$ cat src/rtl/choice_pkg.sv
`default_nettype none
// ============================================================================
//  Module      : choice_pkg
//  Description : Shared types, constants and the saturating-counter step
//                used by the tournament choice-table controller.
//  Revision    : 1.0  initial release
// ============================================================================
package choice_pkg;

  localparam int CHOICE_IDX_W = 12;
  localparam int CHOICE_CTR_W = 3;
  localparam logic [CHOICE_CTR_W-1:0] CHOICE_INIT_VAL = 3'b100;

  // One queued training request: entry to train and direction.
  typedef struct packed {
    logic [CHOICE_IDX_W-1:0] idx;
    logic                    inc;
  } upd_entry_t;

  // Controller sequencing: sweep-initialise the table, then serve traffic.
  typedef enum logic [0:0] {
    ST_INIT = 1'b0,
    ST_RUN  = 1'b1
  } state_t;

  // Saturating +/-1 on a choice counter; never wraps at either end.
  function automatic logic [CHOICE_CTR_W-1:0] sat_step(
    input logic [CHOICE_CTR_W-1:0] val,
    input logic                    inc
  );
    logic [CHOICE_CTR_W-1:0] res;
    res = val;
    if (inc) begin
      if (val != {CHOICE_CTR_W{1'b1}}) res = val + 1'b1;
    end else begin
      if (val != {CHOICE_CTR_W{1'b0}}) res = val - 1'b1;
    end
    return res;
  endfunction

endpackage
`default_nettype wire

$ cat src/rtl/choice_upd_fifo.sv
`default_nettype none
// ============================================================================
//  Module      : choice_upd_fifo
//  Description : Synchronous FIFO of pending training updates with an
//                occupancy count. Show-ahead head output, no bypass.
//  Revision    : 1.0  initial release
// ============================================================================
module choice_upd_fifo
  import choice_pkg::*;
#(
  parameter  int DEPTH = 4,
  localparam int CNT_W = $clog2(DEPTH) + 1
) (
  input  logic             clk,
  input  logic             rst,
  input  logic             i_push,
  input  upd_entry_t       i_data,
  input  logic             i_pop,
  output upd_entry_t       o_head,
  output logic [CNT_W-1:0] o_count,
  output logic             o_empty,
  output logic             o_full
);

  localparam int PTR_W = $clog2(DEPTH);

  upd_entry_t       r_mem [DEPTH];
  logic [PTR_W-1:0] r_wr_ptr;
  logic [PTR_W-1:0] r_rd_ptr;
  logic [CNT_W-1:0] r_count;
  logic             w_do_push;
  logic             w_do_pop;

  // Overflow/underflow requests are ignored so the count stays coherent.
  assign w_do_push = i_push && !o_full;
  assign w_do_pop  = i_pop && !o_empty;

  assign o_empty = (r_count == '0);
  assign o_full  = (r_count == CNT_W'(DEPTH));
  assign o_count = r_count;
  assign o_head  = r_mem[r_rd_ptr];

  // Storage array: written on push only, contents need no reset.
  always_ff @(posedge clk) begin
    if (w_do_push) r_mem[r_wr_ptr] <= i_data;
  end

  // Pointer and occupancy tracking; DEPTH is a power of two so pointers wrap.
  always_ff @(posedge clk) begin
    if (rst) begin
      r_wr_ptr <= '0;
      r_rd_ptr <= '0;
      r_count  <= '0;
    end else begin
      if (w_do_push) r_wr_ptr <= r_wr_ptr + 1'b1;
      if (w_do_pop)  r_rd_ptr <= r_rd_ptr + 1'b1;
      if (w_do_push && !w_do_pop)      r_count <= r_count + 1'b1;
      else if (!w_do_push && w_do_pop) r_count <= r_count - 1'b1;
    end
  end

endmodule
`default_nettype wire

$ cat src/rtl/choice_table_ctrl.sv
`default_nettype none
// ============================================================================
//  Module      : choice_table_ctrl
//  Description : Sequencer/arbiter for the tournament choice table. Sweeps
//                the external RAM to INIT_VAL after reset, then shares the
//                single read port between lookups and queued read-modify-
//                write training updates, forwarding the last write.
//  Revision    : 1.0  initial release
// ============================================================================
module choice_table_ctrl
  import choice_pkg::*;
#(
  parameter int               IDX_W      = CHOICE_IDX_W,
  parameter int               CTR_W      = CHOICE_CTR_W,
  parameter int               FIFO_DEPTH = 4,
  parameter logic [CTR_W-1:0] INIT_VAL   = CHOICE_INIT_VAL
) (
  input  logic             clock,
  input  logic             reset,
  input  logic             upd_valid,
  output logic             upd_ready,
  input  logic [IDX_W-1:0] upd_idx,
  input  logic             upd_global_correct,
  input  logic             upd_local_correct,
  input  logic             lk_valid,
  output logic             lk_ready,
  input  logic [IDX_W-1:0] lk_idx,
  output logic             lk_resp_valid,
  output logic             lk_choice,
  output logic             tbl_ren,
  output logic [IDX_W-1:0] tbl_raddr,
  input  logic [CTR_W-1:0] tbl_rdata,
  output logic             tbl_we,
  output logic [IDX_W-1:0] tbl_waddr,
  output logic [CTR_W-1:0] tbl_wdata,
  output logic             init_busy
);

  localparam int CNT_W = $clog2(FIFO_DEPTH) + 1;

  state_t           r_state;
  state_t           w_state_nxt;
  logic [IDX_W-1:0] r_sweep_addr;

  // Update pipeline stage 1 (read issued last cycle, write this cycle)
  logic             r_rmw_vld;
  logic [IDX_W-1:0] r_rmw_idx;
  logic             r_rmw_inc;
  // Lookup response pending (read issued last cycle)
  logic             r_lk_pend;
  // Address of the read issued last cycle
  logic [IDX_W-1:0] r_rd_addr;
  // Last cycle's write, used to patch a colliding read
  logic             r_fwd_vld;
  logic [IDX_W-1:0] r_fwd_addr;
  logic [CTR_W-1:0] r_fwd_data;

  upd_entry_t       w_head;
  upd_entry_t       w_enq_data;
  logic [CNT_W-1:0] w_count;
  logic             w_empty;
  logic             w_full;

  logic             w_run;
  logic             w_ready;
  logic             w_enq;
  logic             w_lk_fire;
  logic             w_issue_upd;
  logic [IDX_W-1:0] w_raddr;
  logic [CTR_W-1:0] w_rd_val;
  logic             w_we;
  logic [IDX_W-1:0] w_waddr;
  logic [CTR_W-1:0] w_wdata;

  // Reset gates every handshake/strobe so nothing leaks out while held.
  assign w_run   = (r_state == ST_RUN) && !reset;
  assign w_ready = w_run && (w_count < CNT_W'(FIFO_DEPTH));

  // Agreeing components carry no training information: accept and drop.
  assign w_enq      = upd_valid && w_ready && (upd_global_correct != upd_local_correct);
  assign w_enq_data = '{idx: upd_idx, inc: upd_global_correct};

  // Full queue takes the port (lookups are already blocked by ready);
  // otherwise lookups win and updates fill idle slots.
  assign w_lk_fire   = lk_valid && w_ready;
  assign w_issue_upd = w_run && !w_empty && (w_full || !lk_valid);
  assign w_raddr     = w_issue_upd ? w_head.idx : lk_idx;

  // RAM returns stale data when read and write hit the same address together.
  assign w_rd_val = (r_fwd_vld && (r_fwd_addr == r_rd_addr)) ? r_fwd_data : tbl_rdata;

  choice_upd_fifo #(
    .DEPTH (FIFO_DEPTH)
  ) u_fifo (
    .clk     (clock),
    .rst     (reset),
    .i_push  (w_enq),
    .i_data  (w_enq_data),
    .i_pop   (w_issue_upd),
    .o_head  (w_head),
    .o_count (w_count),
    .o_empty (w_empty),
    .o_full  (w_full)
  );

  // State register.
  always_ff @(posedge clock) begin
    if (reset) r_state <= ST_INIT;
    else       r_state <= w_state_nxt;
  end

  // Next state and write-port control (init sweep or RMW write-back).
  always_comb begin
    w_state_nxt = r_state;
    w_we        = 1'b0;
    w_waddr     = r_sweep_addr;
    w_wdata     = INIT_VAL;
    if (!reset) begin
      case (r_state)
        ST_INIT: begin
          w_we = 1'b1;
          if (r_sweep_addr == {IDX_W{1'b1}}) w_state_nxt = ST_RUN;
        end
        ST_RUN: begin
          if (r_rmw_vld) begin
            w_we    = 1'b1;
            w_waddr = r_rmw_idx;
            w_wdata = sat_step(w_rd_val, r_rmw_inc);
          end
        end
        default: w_state_nxt = ST_INIT;
      endcase
    end
  end

  // Init sweep address: one entry per INIT cycle.
  always_ff @(posedge clock) begin
    if (reset)                   r_sweep_addr <= '0;
    else if (r_state == ST_INIT) r_sweep_addr <= r_sweep_addr + 1'b1;
  end

  // Read-return tracking: RMW stage, lookup response and write forwarding.
  always_ff @(posedge clock) begin
    if (reset) begin
      r_rmw_vld  <= 1'b0;
      r_rmw_idx  <= '0;
      r_rmw_inc  <= 1'b0;
      r_lk_pend  <= 1'b0;
      r_rd_addr  <= '0;
      r_fwd_vld  <= 1'b0;
      r_fwd_addr <= '0;
      r_fwd_data <= '0;
    end else begin
      r_rmw_vld  <= w_issue_upd;
      r_rmw_idx  <= w_head.idx;
      r_rmw_inc  <= w_head.inc;
      r_lk_pend  <= w_lk_fire;
      r_rd_addr  <= w_raddr;
      r_fwd_vld  <= w_we;
      r_fwd_addr <= w_waddr;
      r_fwd_data <= w_wdata;
    end
  end

  assign upd_ready     = w_ready;
  assign lk_ready      = w_ready;
  assign lk_resp_valid = r_lk_pend && !reset;
  assign lk_choice     = w_rd_val[CTR_W-1];
  assign tbl_ren       = w_issue_upd || w_lk_fire;
  assign tbl_raddr     = w_raddr;
  assign tbl_we        = w_we;
  assign tbl_waddr     = w_waddr;
  assign tbl_wdata     = w_wdata;
  assign init_busy     = (r_state == ST_INIT) || reset;

endmodule
`default_nettype wire

$ cat config.mk
export PLATFORM = sky130hd
export DESIGN_NAME = choice_table_ctrl
export DESIGN_NICKNAME = d
export VERILOG_FILES = /design/src/rtl/choice_pkg.sv /design/src/rtl/choice_upd_fifo.sv /design/src/rtl/choice_table_ctrl.sv
export SDC_FILE = /design/constraint.sdc
export NUM_CORES = 1
export LEC_CHECK = 0
export CAP_MARGIN = 20
export CORE_ASPECT_RATIO = 1.25
export CORE_MARGIN = 2
export CORE_UTILIZATION = 49
export DETAILED_ROUTE_END_ITERATION = 6
export GPL_ROUTABILITY_DRIVEN = 0
export PLACE_DENSITY = 0.75
export SLEW_MARGIN = 20
export SYNTH_ARGS = -nofsm -noshare
export SYNTH_HDL_FRONTEND = slang
export SYNTH_HIERARCHICAL = 1
export SYNTH_SLANG_ARGS = --single-unit
$ cat constraint.sdc
create_clock -name clock -period 2.7 [get_ports clock]
set_input_delay 0.27 -clock clock [delete_from_list [all_inputs] [get_ports clock]]
set_output_delay 0.27 -clock clock [all_outputs]
set_load 0.02 [all_outputs]
==> results of run 1 <==
-- placed cells by master (no fill, tap or decap), drive strengths merged, types with 6 or more instances in the layout --
| master | Yosys | final |
|---|---|---|
| a21oi | 21 | 21 |
| and2 | 6 | 6 |
| buf | 10 | 35 |
| clkbuf | 7 | 26 |
| clkdlybuf4s50 | 0 | 49 |
| dfxtp | 65 | 65 |
| dlygate4sd2 | 0 | 12 |
| edfxtp | 52 | 52 |
| ha | 9 | 9 |
| inv | 9 | 11 |
| mux2 | 24 | 24 |
| mux2i | 7 | 7 |
| mux4 | 13 | 13 |
| nand2 | 29 | 29 |
| nand3 | 11 | 11 |
| nor2 | 23 | 23 |
| nor2b | 28 | 28 |
| xnor2 | 16 | 16 |
| xor2 | 12 | 12 |
-- area by class of cell --
| type | instances | area, sq um | share of cell area |
|---|---|---|---|
| Tap cell | 126 | 158 | 0.0241 |
| Sequential cell | 117 | 2870 | 0.439 |
| Inverter | 9 | 33.8 | 0.00516 |
| Multi-Input combinational cell | 236 | 2010 | 0.307 |
| Timing Repair Buffer | 97 | 866 | 0.132 |
| Clock inverter | 7 | 90.1 | 0.0138 |
| Clock buffer | 25 | 517 | 0.0789 |
-- timing repair --
item                       CTS  global route
hold buffers                 0             0
pin swaps                   10             9
hold endpoints to repair     0             0
gates resized for setup     48            16
setup endpoints to repair   17            17
buffers inserted             1             4
-- critical path, delay by kind of cell (launching register included) --
kind,cells,cell delay [ns]
AO/OA/AOI/OAI,2,0.21
XOR/XNOR,1,0.16
AND/OR/NAND/NOR,3,0.74
flip-flops,1,0.32
buffers and inverters,3,0.42
multiplexers,1,0.27
adder cells (fa/ha/maj),2,0.32
-- report_power, final --
group	leakage [nW]	total (W)	internal (W)	switching (W)
clock network	0.299	0.00225	0.00151	0.000739
registers	1.00	0.00189	0.00187	0.0000195
logic	1.09	0.000222	0.000120	0.000102
total	2.39	0.00436	0.00350	0.000860
-- kinds of logic after synthesis --
logic type | Yosys count
compound gates | 34
xor+xnor | 28
fa+ha+maj | 10
buf+inv | 26
flops | 117
mux | 44
simple gates | 120
-- metal layers --
metal  track usage  routed length (microns)
met1         0.247                     4370
met2         0.331                     5120
met4        0.0892                      258
met5             0                        0
met3        0.0623                      440
-- metrics by stage --
step / instances / setup WS (ns) / setup TNS, ns / cell area, sq um / util
after floorplan: 379 / 0.0185 / 0 / 4860 / -
after global placement: 580 / -0.483 / -1.03 / 5780 / 0.601
after detailed placement: 580 / -0.592 / -1.40 / 5780 / 0.601
after CTS: 613 / -0.407 / -1.05 / 6440 / 0.671
after global routing: 617 / -0.540 / -1.43 / 6550 / 0.681
final: 617 / -0.422 / -0.983 / 6550 / 0.681
-- flip-flops by register name, indices dropped and copies added (netlist names), named ones only --
name,cells
r_fwd_vld,1
r_rd_addr,12
r_state,1
u_fifo/r_wr_ptr,2
r_rmw_inc,1
r_rmw_idx,12
u_fifo/r_rd_ptr,2
u_fifo/r_mem,52
r_lk_pend,1
r_fwd_addr,12
r_fwd_data,3
u_fifo/o_count,3
r_rmw_vld,1
r_sweep_addr,12
-- worst max path at each step --
| stage | slack (ns) | endpoint | cells past startpoint | startpoint |
|---|---|---|---|---|
| after detailed placement | -0.59 | tbl_wdata[0] | 12 | r_rd_addr[1] |
| after global routing | -0.54 | tbl_wdata[0] | 12 | r_rd_addr[10] |
| after floorplan | 0.02 | tbl_wdata[1] | 10 | r_rd_addr[3] |
| after global placement | -0.48 | tbl_wdata[0] | 12 | r_rd_addr[7] |
| final | -0.42 | tbl_wdata[0] | 12 | r_fwd_addr[4] |
| after CTS | -0.41 | tbl_wdata[0] | 12 | r_fwd_addr[4] |
==> flow_summary.yaml, run 1 <==
power_and_ir_drop:
  peakVddDrop_uv: 521
  power_leakage_nw: 2.39
  powerDensity_nw_per_um2: 666
  power_w: 0.00436
synth:
  postSynthCellCount: 379
  synth_warnings: 6
  yosysSeqAreaShare: 0.590
  synth-adder-area-share: 0.0273
  synthFlopType: "dfxtp_1"
  yosys.area_share.simple: 0.131
  yosysMostFrequentCell: "dfxtp_1"
  synthTopCellsByArea: "edfxtp_1 (32%), dfxtp_1 (27%), mux2_2 (5.6%), mux4_2 (4.6%), nor2b_1 (3.6%)"
  synth_top_cell_by_area: "edfxtp_1"
  synth.area.mux_share: 0.133
  ys_ff_latch: 117
  synth-async-reset-ratio: 0
  synth_top_family_by_area: "multiplexers"
  synth_enable_flop_cells: 52
  synth_area_per_cell_sq_um: 12.8
  syn-num-nets: 422
  synth_area_sq_um: 4850
  synth_commonest_cells: "dfxtp_1 (65), edfxtp_1 (52), nand2_1 (29), nor2b_1 (28), mux2_2 (24)"
  synth_compound_area_frac: 0.0428
  yosysUniqueCellTypes: 44
  synth_top_area_share: 0.322
  synth-xor-area-share: 0.0505
clock_tree:
  cts_tree: "built"
  cts-root-buf: "clkbuf_16"
  clock-sinks: 117
  clk_latency_ns: 0.41
  cts_max_level: 4
  cts_buffers: 17
  clockBufferDepth: 2
  path_clk_slew_ns: 0.05
flow_run:
  cap_viol_max_count: 0
critical_path:
  worstRegToRegCells: 11
  path_class: "reg -> out"
  r2r_slack_ns: 0.23
  path_cells: "xnor2_2 > nand3_1 > nor4_2 > buf_4 > mux2i_4 > ha_4 > ha_4 > inv_2 > or3_4 > a21oi_4 > a2111oi_2 > buf_2"
  max_stage_delay_ns: 0.37
  reg2reg_to: "u_fifo/o_count[2]"
  crit_path_end_kind: "output port"
  crit_path_start_kind: "flip-flop"
  crit_arrival_ns: 2.85
  cp_common_cell: "ha_4"
  cp.required_ns: 2.43
  rr_startpoint: "u_fifo/o_count[0]"
  worst-path-max-fanout: 3
  slowest_stage: "or3_4"
grt:
  grt_first_pass_wirelength_microns: 16200
  track_usage: 0.202
  grt_overflow: 0
  grt_pass1_vias: 3241
  antenna_found_initial: 0
  grt_max_degree: 64
floorplanning:
  io_pins: 67
  die_x_microns: 93.0
  initial_core_util: 0.505
  dieHeight_microns: 115
  rows: 40
  coreArea_sq_um: 9610
  die-area_sq_um: 10700
sta:
  setup_ws_ns: -0.422
  finalCritPeriodShare: 1.16
  whs_ns: 0.237
  fmax_mhz: 320
  setup_viol: 3
  finalMaxSlewViolations: 0
  worst_slew_margin_rel: 0.575
  rsz0062_at_grt: "yes"
  finClkSkew_ns: 0.00596
  hold_viol: 0
  worstMarginPinSlew_ns: 0.638
  fin_crit_ns: 3.12
final_layout:
  antenna_cells: 0
  drive_gt1_frac: 0.271
  fill_cells: 709
  final_nets: 521
  area_delta_synth_final_pct: 34.9
detailed_routing:
  drt_pass1_iterations: 4
  wl_per_cell_microns: 16.5
  drc: 0
  vias: 3237
  drt_iter0_drc: 143
  vias_per_cell: 5.25
  totalWireLength_microns: 10200
  postRouteAntennaNets: 0
placed_design:
  place_hpwl_microns: 6710
  port_buffers: 66
min_path:
  min-delay-start: "reset"
  hold_end: "r_rmw_vld"
  min_path_type: "in -> reg"
  min_path_cells: 3
run_status:
  outcome: "finished with violations"
  violations: "negative setup slack"
No activity file was read; power rests on OpenSTA's default activity.
==> run 2: changes to the inputs <==
- CAP_MARGIN: 20 -> default
==> results of run 2 <==
No change in the layout: final DEF, timing and power equal those of run 1.
